--- config.mk ---
export PLATFORM = sky130hd
export DESIGN_NAME = z80_shared_ram_arb
export DESIGN_NICKNAME = d
export VERILOG_FILES = /design/src/rtl/z80_shared_ram_arb.sv
export SDC_FILE = /design/constraint.sdc
export NUM_CORES = 1
export LEC_CHECK = 0
export CORE_ASPECT_RATIO = 2
export CORE_MARGIN = 2
export CORE_UTILIZATION = 43
export DETAILED_ROUTE_END_ITERATION = 6
export PLACE_DENSITY = 0.89
export SYNTH_ARGS = -nofsm -noshare
export SYNTH_HDL_FRONTEND = slang
export SYNTH_SLANG_ARGS = --single-unit
--- constraint.sdc ---
create_clock -name CLK -period 4.09 [get_ports CLK]
set_clock_uncertainty 0.05 [all_clocks]
set_input_delay 0.818 -clock CLK [delete_from_list [all_inputs] [get_ports CLK]]
set_output_delay 0.818 -clock CLK [all_outputs]
set_load 0.05 [all_outputs]
--- src/rtl/z80_shared_ram_arb.sv ---
// z80_shared_ram_arb: shares one single-port sound work RAM between the sound Z80
// and a host (mailbox/DMA) port. Z80 cycles into the 2^AW window at BASE are stretched
// with nWAIT until their RAM access completes; the host uses a level REQ / pulse ACK.
// Optional macro ARB_RR_EN: round-robin tie-break between Z80 and host. When it is
// undefined the Z80 always wins a tie.
module z80_shared_ram_arb #(
    parameter int          AW      = 11,
    parameter logic [15:0] BASE    = 16'hF800,
    parameter int          RAM_LAT = 1
) (
    input  logic          CLK,
    input  logic          nRESET,
    input  logic [15:0]   SDA,
    input  logic [7:0]    SDD_OUT,
    input  logic          nMREQ,
    input  logic          nRD,
    input  logic          nWR,
    output logic [7:0]    SDD_RAM,
    output logic          RAM_SEL,
    output logic          nWAIT,
    input  logic          HOST_REQ,
    input  logic          HOST_WE,
    input  logic [AW-1:0] HOST_A,
    input  logic [7:0]    HOST_DO,
    output logic [7:0]    HOST_DI,
    output logic          HOST_ACK,
    output logic [AW-1:0] RAM_A,
    output logic [7:0]    RAM_D,
    input  logic [7:0]    RAM_Q,
    output logic          RAM_CE,
    output logic          RAM_WE
);

    typedef enum logic [1:0] {IDLE = 2'd0, ACC = 2'd1, DONE = 2'd2} state_t;

    localparam logic [2:0] LAT_LOAD = 3'(RAM_LAT);

    state_t        state_reg, state_next;
    logic [2:0]    cnt_reg, cnt_next;
    logic          grant_z_reg, grant_z_next;     // current access belongs to the Z80
    logic          grant_we_reg, grant_we_next;   // current access is a write
    logic [AW-1:0] ram_a_reg, ram_a_next;
    logic [7:0]    ram_d_reg, ram_d_next;
    logic          ram_ce_reg, ram_ce_next;
    logic          ram_we_reg, ram_we_next;
    logic [7:0]    sdd_ram_reg, sdd_ram_next;
    logic [7:0]    host_di_reg, host_di_next;
    logic          host_ack_reg, host_ack_next;
    logic          z_served_reg, z_served_next;

    logic win_hit;
    logic z_req;
    logic h_req;
    logic z_wins;

    assign win_hit = (SDA[15:AW] == BASE[15:AW]);
    assign RAM_SEL = ~nMREQ & win_hit;
    assign z_req   = RAM_SEL & (~nRD | ~nWR) & ~z_served_reg;
    assign nWAIT   = ~z_req;

    // The host may still hold REQ on the cycle its ACK is visible; masking it there
    // keeps that finished request from being granted a second time.
    assign h_req   = HOST_REQ & ~host_ack_reg;

`ifdef ARB_RR_EN
    logic last_grant_reg, last_grant_next;        // 1: host was served last
    assign z_wins = z_req & (~h_req | last_grant_reg);
`else
    assign z_wins = z_req;
`endif

    // State register
    always_ff @(posedge CLK or negedge nRESET) begin
        if (!nRESET) state_reg <= IDLE;
        else         state_reg <= state_next;
    end

    // Next-state logic: grant in IDLE, count out the RAM latency, one DONE cycle
    always_comb begin
        state_next = state_reg;
        case (state_reg)
            IDLE:    if (z_req | h_req) state_next = ACC;
            ACC:     if (cnt_reg <= 3'd1) state_next = DONE;
            DONE:    state_next = IDLE;
            default: state_next = IDLE;
        endcase
    end

    // Output / datapath next values for the registered RAM and requester interfaces
    always_comb begin
        cnt_next      = cnt_reg;
        grant_z_next  = grant_z_reg;
        grant_we_next = grant_we_reg;
        ram_a_next    = ram_a_reg;
        ram_d_next    = ram_d_reg;
        ram_ce_next   = 1'b0;
        ram_we_next   = 1'b0;
        sdd_ram_next  = sdd_ram_reg;
        host_di_next  = host_di_reg;
        host_ack_next = 1'b0;
        z_served_next = nMREQ ? 1'b0 : z_served_reg;
`ifdef ARB_RR_EN
        last_grant_next = last_grant_reg;
`endif
        case (state_reg)
            IDLE: begin
                if (z_req | h_req) begin
                    ram_ce_next = 1'b1;
                    cnt_next    = LAT_LOAD;
                    if (z_wins) begin
                        grant_z_next  = 1'b1;
                        grant_we_next = ~nWR;           // nRD and nWR both low => write
                        ram_a_next    = SDA[AW-1:0];
                        ram_d_next    = SDD_OUT;
                        ram_we_next   = ~nWR;
                    end else begin
                        grant_z_next  = 1'b0;
                        grant_we_next = HOST_WE;
                        ram_a_next    = HOST_A;
                        ram_d_next    = HOST_DO;
                        ram_we_next   = HOST_WE;
                    end
                end
            end
            ACC: begin
                cnt_next = cnt_reg - 3'd1;
            end
            DONE: begin
                if (grant_z_reg) begin
                    // An aborted Z80 cycle (nMREQ already high) gets no data and no served flag
                    if (!nMREQ) begin
                        z_served_next = 1'b1;
                        if (!grant_we_reg) sdd_ram_next = RAM_Q;
                    end
                end else begin
                    host_ack_next = 1'b1;
                    if (!grant_we_reg) host_di_next = RAM_Q;
                end
`ifdef ARB_RR_EN
                last_grant_next = ~grant_z_reg;
`endif
            end
            default: ;
        endcase
    end

    // Datapath registers
    always_ff @(posedge CLK or negedge nRESET) begin
        if (!nRESET) begin
            cnt_reg      <= 3'd0;
            grant_z_reg  <= 1'b0;
            grant_we_reg <= 1'b0;
            ram_a_reg    <= '0;
            ram_d_reg    <= 8'h00;
            ram_ce_reg   <= 1'b0;
            ram_we_reg   <= 1'b0;
            sdd_ram_reg  <= 8'hFF;
            host_di_reg  <= 8'h00;
            host_ack_reg <= 1'b0;
            z_served_reg <= 1'b0;
`ifdef ARB_RR_EN
            last_grant_reg <= 1'b1;
`endif
        end else begin
            cnt_reg      <= cnt_next;
            grant_z_reg  <= grant_z_next;
            grant_we_reg <= grant_we_next;
            ram_a_reg    <= ram_a_next;
            ram_d_reg    <= ram_d_next;
            ram_ce_reg   <= ram_ce_next;
            ram_we_reg   <= ram_we_next;
            sdd_ram_reg  <= sdd_ram_next;
            host_di_reg  <= host_di_next;
            host_ack_reg <= host_ack_next;
            z_served_reg <= z_served_next;
`ifdef ARB_RR_EN
            last_grant_reg <= last_grant_next;
`endif
        end
    end

    assign RAM_A    = ram_a_reg;
    assign RAM_D    = ram_d_reg;
    assign RAM_CE   = ram_ce_reg;
    assign RAM_WE   = ram_we_reg;
    assign SDD_RAM  = sdd_ram_reg;
    assign HOST_DI  = host_di_reg;
    assign HOST_ACK = host_ack_reg;

endmodule

==> metrics <==
number of DRC markers in iteration 0=9; met3 wire len=around 350 um; leak pwr=0.00124 uW; Post-CTS Resized=0; final std cells w/o fill=304; Clk pwr share=14.5%; final-stage net count=between 300 and 400; hold depth=1; setup tns final=0 ns; fmax=280 MHz; worst-margin pin slew=0.958 ns; HP Class=reg -> reg; mapped cell area=2000 um2; Post-synth EDFFs=0; Clk pin slew, worst setup/hold paths=about 0.08 ns; Comb power frac=54.4%; CTS tree=yes; NetSw=1030 uW; Global Route Usage Sum=20.3%; CP Data Arrival Time=2.70 ns; CTS Sinks=46; first-pass GRT wire length=7.70 mm; DR pass1 iterations=4; CORE AREA=4550 um2; wl on met1=1.72 mm; Post-Synth XOR/XNOR Area=0.438%; Seq/Total Area, Yosys=around three fifths; GPL Wtd Cong=0.700; Die H=around 100 um; Setup Viol. Count Final=0; cts bufs inserted=5; Synth Register Bits=46; worst skew pair latency=0.30 ns; Hold-fix buffers, CTS=0; status=finished clean; relative slew slack=36.1%; row count=35; ys async rst share=100%; peak supply drop=502 uV; input/output buffers=97; largest net degree at the start of global routing=47; metal2 WL=2.77 mm; Final Hold Vio Count=0; P&R area growth vs syn=54.7%; WHS Endpoint=RAM_D[5]; Longest Clk Path Bufs=2; reg2reg end=cnt_reg[1]; # Post-CTS Setup Buffers=0; fin. max-slew vios=0; DR DRC count=0; detail-routed net length per standard cell=16.3 um; Critical Path RT=3.22 ns; vias per cell=5.16; Reg2Reg Depth=4; r2r startpoint=z_served_reg; post-synthesis mux area share=10.1%; synth warn=0; Max FO, Critical Path=4; clock root cell=clkbuf_8; post-route ant nets=0; CP Capture Type=output port; Largest register FFs=11; vias=roughly 1600; number of antenna violations at the first check in global routing=0; register share of total power=about 31%; I/O pins=98; Most used DFF post-synth=dfrtp_1; Die ar.=around 5200 um2; fin area=3090 um2; RSZ-0062 raised after global routing=no; setup slack, reg-to-reg=1.87 ns; top sig layer=met4; GRT overflow=0; area post-placement=about 3000 um2; startpoint types=input pin; combinational family with the most area after synthesis=compound AO/OA/AOI/OAI gates; Syn Nets=210; cell count after synthesis=150; Sw Ratio=44.3%; Hold Startpoint=RAM_D[5]; Die X=52.2 um; final worst-path cycle share=87.2%; Setup CP Type=in -> out; ant diodes=0; wirelength, routed=4.96 mm; simple-gate share of the synthesized area=7.50%; Post-Synth Adder-Cell Area=around 1.3%; Yosys cell types=33; max_cap viols=0; H-tree Lvls=2; cell internal pwr=between 1000 and 1500 uW; vias in the first global route=1664; Detailed Place HPWL=~3.7 mm; Initial Utilization=43.9%; Final min period=3.57 ns; Syn Area/Cell=13.3 um2; fraction of layout cells with a size suffix above 1=between 10% and 20%; PwrDens=approximately 760 nW/um2; Synth Area in Compound Gates=a little under a fifth; Placed Instances=approximately 300
## Yosys cell counts, drive strengths merged, types with 2 or more instances
cell	instances	area [um2]
a21oi	3	15.0
buf	7	66.3
dfrtp	38	951
dfstp	8	210
ha	2	25.0
inv	4	15.0
mux2	17	191
nand2	4	22.5
nand2b	3	26.3
nand3	2	10.0
nor2	8	30.0
nor3	2	15.0
o21a	20	150
o22a	20	179
## through the flow
step,worst slack (ns),total power [uW],hold slack (ns),utilization [%]
after floorplan,1.60,1570,0.409,-
after global placement,0.563,1990,0.418,65.5
after detailed placement,0.516,2020,0.429,65.5
after CTS,0.514,2360,0.448,67.9
after global routing,0.452,2450,0.461,67.9
final,0.524,2340,0.443,67.9
## final cells by class
cell class,count,area (um2)
fill,359,1460
sequential,46,1160
timing repair buffer,98,973
multi-input combinational,93,763
clock buffer,5,68.8
tap,55,68.8
clock inverter,3,43.8
inverter,4,15.0
## worst max path at each step
stage,startpoint,endpoint,slack (ns),cells past startpoint
2_1_floorplan,SDA[15],RAM_SEL,1.60,2
3_3_place_gp,SDA[14],nWAIT,0.56,4
3_5_place_dp,SDA[14],nWAIT,0.52,4
4_1_cts,SDA[15],nWAIT,0.51,4
5_1_grt,SDA[14],nWAIT,0.45,4
6_report,SDA[15],nWAIT,0.52,4
## critical path, stage by stage
cell             delay [ns]
clkdlybuf4s50_1        0.46
nand4_1                0.18
or3_2                  0.53
clkdlybuf4s50_1        0.72
## power by group through the flow
stage / logic [uW] / clock network (uW) / registers, uW
after floorplan: 324 / 0 / 1250
after global placement: 1260 / 0 / 730
after detailed placement: 1280 / 0 / 736
after CTS: 1290 / 348 / 729
after global routing: 1340 / 365 / 751
final: 1270 / 338 / 727
## routing by layer
metal / track usage [%] / vias up
met4: 8.68 / 0
li1: - / 743
met2: 37.4 / 68
met3: 4.45 / 9
met5: 0 / -
met1: 21.0 / 750
## placed cells by master, fill, tap and decap left out, types with 2 or more instances in the layout
cell	n
inv_1	4
nand3_1	2
mux2_2	17
dfrtp_1	38
a21oi_1	3
o22a_2	3
o21a_1	20
dfstp_2	8
ha_1	2
nand2_1	3
nand2b_1	2
o22a_1	17
nor2_1	8
clkbuf_8	5
clkdlybuf4s50_1	96
## cells by family after synthesis
kind of cell	after synthesis
AOI/OAI and AO/OA	47
xor gates and xnor gates	1
adders and majority gates	2
buffers and inverters	11
DFF	46
muxes	18
and+or+nand+nor	25
No activity file was read; power rests on OpenSTA's default activity.
